## src/rtl/hamming_rx_sequencer.sv

```systemverilog
// hamming_rx_sequencer: buffers UART codewords, drives the 7,4 Hamming decoder, pairs nibbles into bytes.
// Optional macro HAMMING_SEQ_DBLERR_EN: syndrome 3'b111 drops the pair and sets sticky dblerr.
`timescale 1ns/1ps
module hamming_rx_sequencer #(
  parameter int FIFO_DEPTH = 2,
  parameter int TIMEOUT    = 15,
  parameter int CNT_W      = 8
) (
  input  logic             clk,
  input  logic             rst_n,
  input  logic             ena,
  input  logic [6:0]       cw_in,
  input  logic             cw_valid,
  output logic             dec_ena,
  output logic [6:0]       dec_code,
  input  logic             dec_valid,
  input  logic [3:0]       dec_data,
  input  logic [2:0]       dec_syndrome,
  output logic [7:0]       byte_out,
  output logic             byte_valid,
  input  logic             byte_ready,
  output logic             busy,
  output logic             overflow,
  output logic             timeout,
`ifdef HAMMING_SEQ_DBLERR_EN
  output logic             dblerr,
`endif
  output logic [CNT_W-1:0] err_count
);
  localparam int PW = $clog2(FIFO_DEPTH);
  typedef enum logic [1:0] {IDLE, ISSUE, WAIT, OUT} state_t;
  state_t state_q, state_d;
  logic [6:0] mem_q [FIFO_DEPTH];
  logic [PW-1:0] wr_ptr_q, wr_ptr_d, rd_ptr_q, rd_ptr_d;
  logic [PW:0] count_q, count_d;
  logic [7:0] wait_q, wait_d;
  logic idx_q, idx_d;
  logic [3:0] lo_q, lo_d;
  logic dec_ena_q, dec_ena_d;
  logic [6:0] dec_code_q, dec_code_d;
  logic [7:0] byte_out_q, byte_out_d;
  logic byte_valid_q, byte_valid_d;
  logic overflow_q, overflow_d;
  logic timeout_q, timeout_d;
  logic [CNT_W-1:0] err_q, err_d;
  logic push, pop, full;
`ifdef HAMMING_SEQ_DBLERR_EN
  logic dblerr_q, dblerr_d;
  assign dblerr = dblerr_q;
`endif
  assign full = count_q == (PW+1)'(FIFO_DEPTH);
  always_comb begin
    pop = state_q == ISSUE;
    push = cw_valid && (!full || pop);
    wr_ptr_d = push ? wr_ptr_q + 1'b1 : wr_ptr_q;
    rd_ptr_d = pop ? rd_ptr_q + 1'b1 : rd_ptr_q;
    count_d = count_q + (PW+1)'(push) - (PW+1)'(pop);
    overflow_d = overflow_q || (cw_valid && !push);
    state_d = state_q;
    dec_ena_d = 1'b0;
    dec_code_d = dec_code_q;
    wait_d = wait_q;
    idx_d = idx_q;
    lo_d = lo_q;
    byte_out_d = byte_out_q;
    byte_valid_d = byte_valid_q;
    timeout_d = timeout_q;
    err_d = err_q;
`ifdef HAMMING_SEQ_DBLERR_EN
    dblerr_d = dblerr_q;
`endif
    case (state_q)
      IDLE: if (ena && count_q != '0) begin
        state_d = ISSUE;
        dec_ena_d = 1'b1;
        dec_code_d = mem_q[rd_ptr_q];
      end
      ISSUE: begin
        state_d = WAIT;
        wait_d = '0;
      end
      WAIT: begin
        wait_d = wait_q + 8'd1;
`ifdef HAMMING_SEQ_DBLERR_EN
        if (dec_valid && dec_syndrome == 3'b111) begin
          idx_d = 1'b0;
          state_d = IDLE;
          dblerr_d = 1'b1;
        end else
`endif
        if (dec_valid) begin
          err_d = (dec_syndrome != 3'b000 && err_q != '1) ? err_q + 1'b1 : err_q;
          idx_d = !idx_q;
          lo_d = idx_q ? lo_q : dec_data;
          byte_out_d = idx_q ? {dec_data, lo_q} : byte_out_q;
          byte_valid_d = idx_q;
          state_d = idx_q ? OUT : IDLE;
        end else if (wait_q == 8'(TIMEOUT - 1)) begin
          timeout_d = 1'b1;
          idx_d = 1'b0;
          state_d = IDLE;
        end
      end
      default: if (byte_ready) begin
        byte_valid_d = 1'b0;
        state_d = IDLE;
      end
    endcase
  end
  always_ff @(posedge clk or negedge rst_n) begin
    if (!rst_n) begin
      state_q <= IDLE;
      wr_ptr_q <= '0;
      rd_ptr_q <= '0;
      count_q <= '0;
      wait_q <= '0;
      idx_q <= 1'b0;
      lo_q <= '0;
      dec_ena_q <= 1'b0;
      dec_code_q <= '0;
      byte_out_q <= '0;
      byte_valid_q <= 1'b0;
      overflow_q <= 1'b0;
      timeout_q <= 1'b0;
      err_q <= '0;
`ifdef HAMMING_SEQ_DBLERR_EN
      dblerr_q <= 1'b0;
`endif
    end else begin
      state_q <= state_d;
      wr_ptr_q <= wr_ptr_d;
      rd_ptr_q <= rd_ptr_d;
      count_q <= count_d;
      wait_q <= wait_d;
      idx_q <= idx_d;
      lo_q <= lo_d;
      dec_ena_q <= dec_ena_d;
      dec_code_q <= dec_code_d;
      byte_out_q <= byte_out_d;
      byte_valid_q <= byte_valid_d;
      overflow_q <= overflow_d;
      timeout_q <= timeout_d;
      err_q <= err_d;
`ifdef HAMMING_SEQ_DBLERR_EN
      dblerr_q <= dblerr_d;
`endif
    end
  end
  // Storage needs no reset: count_q alone decides which entries are live.
  always_ff @(posedge clk) begin
    if (push) mem_q[wr_ptr_q] <= cw_in;
  end
  assign dec_ena = dec_ena_q;
  assign dec_code = dec_code_q;
  assign byte_out = byte_out_q;
  assign byte_valid = byte_valid_q;
  assign overflow = overflow_q;
  assign timeout = timeout_q;
  assign err_count = err_q;
  assign busy = state_q != IDLE || count_q != '0;
endmodule

```

## config.mk

```make
export PLATFORM = sky130hd
export DESIGN_NAME = hamming_rx_sequencer
export DESIGN_NICKNAME = d
export VERILOG_FILES = /design/src/rtl/hamming_rx_sequencer.sv
export SDC_FILE = /design/constraint.sdc
export NUM_CORES = 1
export LEC_CHECK = 0
export CORE_MARGIN = 5
export CORE_UTILIZATION = 45
export CTS_CLUSTER_DIAMETER = 120
export DETAILED_ROUTE_END_ITERATION = 16
export PLACE_DENSITY = 0.67
export SLEW_MARGIN = 20
export SYNTH_ARGS = -nofsm -noshare
export SYNTH_HDL_FRONTEND = slang
export SYNTH_SLANG_ARGS = --single-unit
```

## constraint.sdc

```tcl
create_clock -name clk -period 2.3 [get_ports clk]
set_clock_uncertainty 0.15 [all_clocks]
set_input_delay 0.23 -clock clk [delete_from_list [all_inputs] [get_ports clk]]
set_output_delay 0.23 -clock clk [all_outputs]
set_load 0.05 [all_outputs]
```

==> summary.md <==
| Metric | Value |
|---|---|
| Status | completed |
| DRT iter0 DRCs | 50 |
| Number of global-route vias before repair | 1704 |
| Routability Congestion | 0.784 |
| Antenna Cells | 0 |
| Fmax | ~480 MHz |
| Largest net degree at the start of global routing | 26 |
| Final Hold Vio Count | 0 |
| Syn Area/Cell | about 13 µm² |
| Crit path cell chain | inv_1, ha_1, inv_1, or3_1, buf_4 |
| Initial Utilization | 46.5% |
| Num CTS Buffers | 9 |
| Ports | 48 |
| Top FF cell, synth | dfrtp_1 |
| Routed WL | 4.81 mm |
| Setup crit end kind | output pin |
| Sw power | ~1.9 mW |
| Crit path launch type | flip-flop |
| Die area | approximately 7300 µm² |
| FF-to-FF setup slack | just under 0.3 ns |
| Max FO, Critical Path | 5 |
| TritonCTS Sinks | 60 |
| HP Class | in -> async |
| Critical path data arrival time | 1.70 ns |
| CP max stage cell | dfrtp_1 |
| Endpoints failing setup | 0 |
| Root Driver | clkbuf_8 |
| Clk slew on worst S/H paths | around 0.06 ns |
| Post-synth EDFFs | 14 |
| Min Tclk post-route | approximately 2.1 ns |
| GRT Overall Usage | around 14% |
| Worst Path Required | ~1.9 ns |
| First-pass GRT wire length | approximately 8 mm |
| Int Pwr | between 2 and 3 mW |
| Area of the mapped netlist | about 2600 µm² |
| Seq pwr share | 37.1% |
| Final period utilization | between 90% and 100% |
| Post-CTS sizing | 0 |
| RSZ-0062 raised after global routing | false |
| Pre-CTS setup slack | 0.243 ns |
| CTS tree | done |
| Critical path class | reg -> out |
| Yosys top cell area share | 44.7% |
| Site Rows | 27 |
| Synth top area cells | dfrtp_1 45%, edfxtp_1 16%, mux2_2 5.2%, ha_1 4.4%, mux2i_1 4.3% |
| Cells after Synth | ~200 |
| Max Root-Sink Buffers | 2 |
| Count leader, synth | dfrtp_1 |
| Max-slew headroom | between 60 and 70% |
| FF-to-FF Start | wait_q[0]$_DFFE_PN0P_ |
| Unique masters post-synth | between 40 and 50 |
| Initial antenna violation count | 0 |
| Core Box Area | 5540 µm² |
| Synth Warn # | 0 |
| Seq cells post-synth | 60 |
| Latest clock arrival within the worst-skew pair | roughly 0.33 ns |
| Die W | ~86 µm |
| Worst-case reg-to-reg path depth | 6 |
| Sum Neg Setup Slack | 0 ns |
| Seq/Total Area, Yosys | around three fifths |
| Mean routed wirelength per cell | 14.2 µm |
| Share of cells above drive strength 1 | 14.6% |
| Peak supply drop | 0.885 mV |
| Final worst slack | roughly 0.22 ns |
| Pwr dens | approximately 1400 nW/µm² |
| Area Overhead vs Synth | 30.3% |
| Drt via density | ~5 |
| Total congestion overflow | 0 |
| Detail Route Antenna Nets | 0 |
| Fill cells | 485 |
| Static leakage | approximately 1.5 nW |
| Async set-reset flop share out of synthesis | between 70% and 80% |
| Crit path buffers/inverters | 3 |
| Most used cell, CP | inv_1 |
| Worst Tran Pin Value | approximately 0.54 ns |
| Nets | just under 300 |
| Drc violations | 0 |
| CTS H-tree depth | 3 |
| FF-to-FF End | state_q[0]$_DFFE_PN0P_ |
| Die height | 85.7 µm |
| Leading area contributor after synthesis | dfrtp_1 |
| Comb power frac | a little over two fifths |
| Via count | between 1500 and 2000 |
| Critical Path Max Stage Delay | ~0.4 ns |
| Sw frac | between 40 and 50% |
| Max Cap Violations | 0 |
| First-pass iteration count of the detailed router | 4 |
| Post-DP HPWL | ~3.5 mm |
| CP top delay family | buffers and inverters |
| Power share of the clock group | around a fifth |
| Commonest cells in the netlist | 46 x dfrtp_1, 20 x nand2_1, 14 x edfxtp_1 |
| Number of port buffers | 47 |
| Mapped Nets | 232 |
| Max-slew violation count | 0 |
==> registers in the layout (all words and copies together), names as in the netlist, 2 cells and up <==
name / flops
mem_q: 14
byte_out: 8
err_count: 8
wait_q: 8
dec_code: 7
lo_q: 4
count_q: 2
state_q: 2
==> power groups by stage <==
stage	logic [mW]	clock network (mW)	registers (mW)
detailed placement	2.02	0	1.72
floorplan	0.818	0	2.25
CTS	2.03	0.902	1.70
global route	2.17	0.953	1.76
finish	2.00	0.877	1.70
global placement	2.00	0	1.71
==> through the flow <==
step / utilization, % / total power, mW / instance area, µm² / hold slack, ns / std cells
2_1_floorplan: - / 3.07 / 2580 / -0.216 / 203
3_3_place_gp: 57.1 / 3.70 / 3170 / 0.0984 / 323
3_5_place_dp: 57.1 / 3.74 / 3170 / 0.0929 / 323
4_1_cts: 60.6 / 4.64 / 3360 / 0.265 / 340
5_1_grt: 60.6 / 4.88 / 3360 / 0.311 / 340
6_report: 60.6 / 4.57 / 3360 / 0.262 / 340
==> cell families (layout without fill, tap and decap cells) <==
group           Yosys count  count (layout)  share of synthesized area, %
fa+ha+maj                 9               9                          4.37
simple gates             53              53                          9.91
mux                      25              25                          10.5
compound gates           27              27                          7.33
xor+xnor                 13              13                          4.42
flops                    60              60                          61.0
buf+inv                  16              81                          2.43
==> worst max path at each step <==
stage	from	to	slack [ns]	depth (start not counted)
after CTS	state_q[0]$_DFFE_PN0P_	busy	0.19	5
after detailed placement	dec_valid	err_count[7]$_DFFE_PN0P_	0.24	5
after floorplan	err_count[0]$_DFFE_PN0P_	err_count[7]$_DFFE_PN0P_	0.16	6
after global placement	dec_valid	err_count[7]$_DFFE_PN0P_	0.29	5
final	state_q[1]$_DFFE_PN0P_	busy	0.22	5
after global routing	state_q[0]$_DFFE_PN0P_	busy	0.11	5
==> what timing repair did <==
item | in CTS | in global routing
hold endpoints to repair | 21 | 0
buffers inserted | 0 | 0
hold buffers | 1 | 0
==> area by class of cell <==
cell class              count  area (µm²)  share of cell area, %
flip-flops and latches     60        1570                   46.8
repair buffers             54         531                   15.8
clock buffers               9         124                   3.69
inverters                  11        41.3                   1.23
clock inverters             7        57.6                   1.71
well taps                  72        90.1                   2.68
multi-input cells         127         942                   28.1
==> routing by layer <==
| metal | vias up | track usage [%] | wire, µm | share of wire, % |
|---|---|---|---|---|
| li1 | 832 | - | - | - |
| met1 | 797 | 17.8 | 2090 | 43 |
| met4 | 0 | 4.75 | 83 | 1.7 |
| met2 | 37 | 22.4 | 2310 | 48 |
| met5 | - | 0 | 0 | 0 |
| met3 | 9 | 7.11 | 327 | 6.8 |
==> layout by cell type (no fill, tap or decap), types with 9 or more instances in the layout <==
master	synthesis	final
mux2_2	12	12
mux2i_1	11	11
ha_1	9	9
nand2_1	20	20
o21ai_0	9	9
edfxtp_1	14	14
clkdlybuf4s50_1	0	45
nor2_1	12	12
clkbuf_8	0	9
inv_1	9	9
dfrtp_1	46	46
Power figures use the tool's default switching activity.
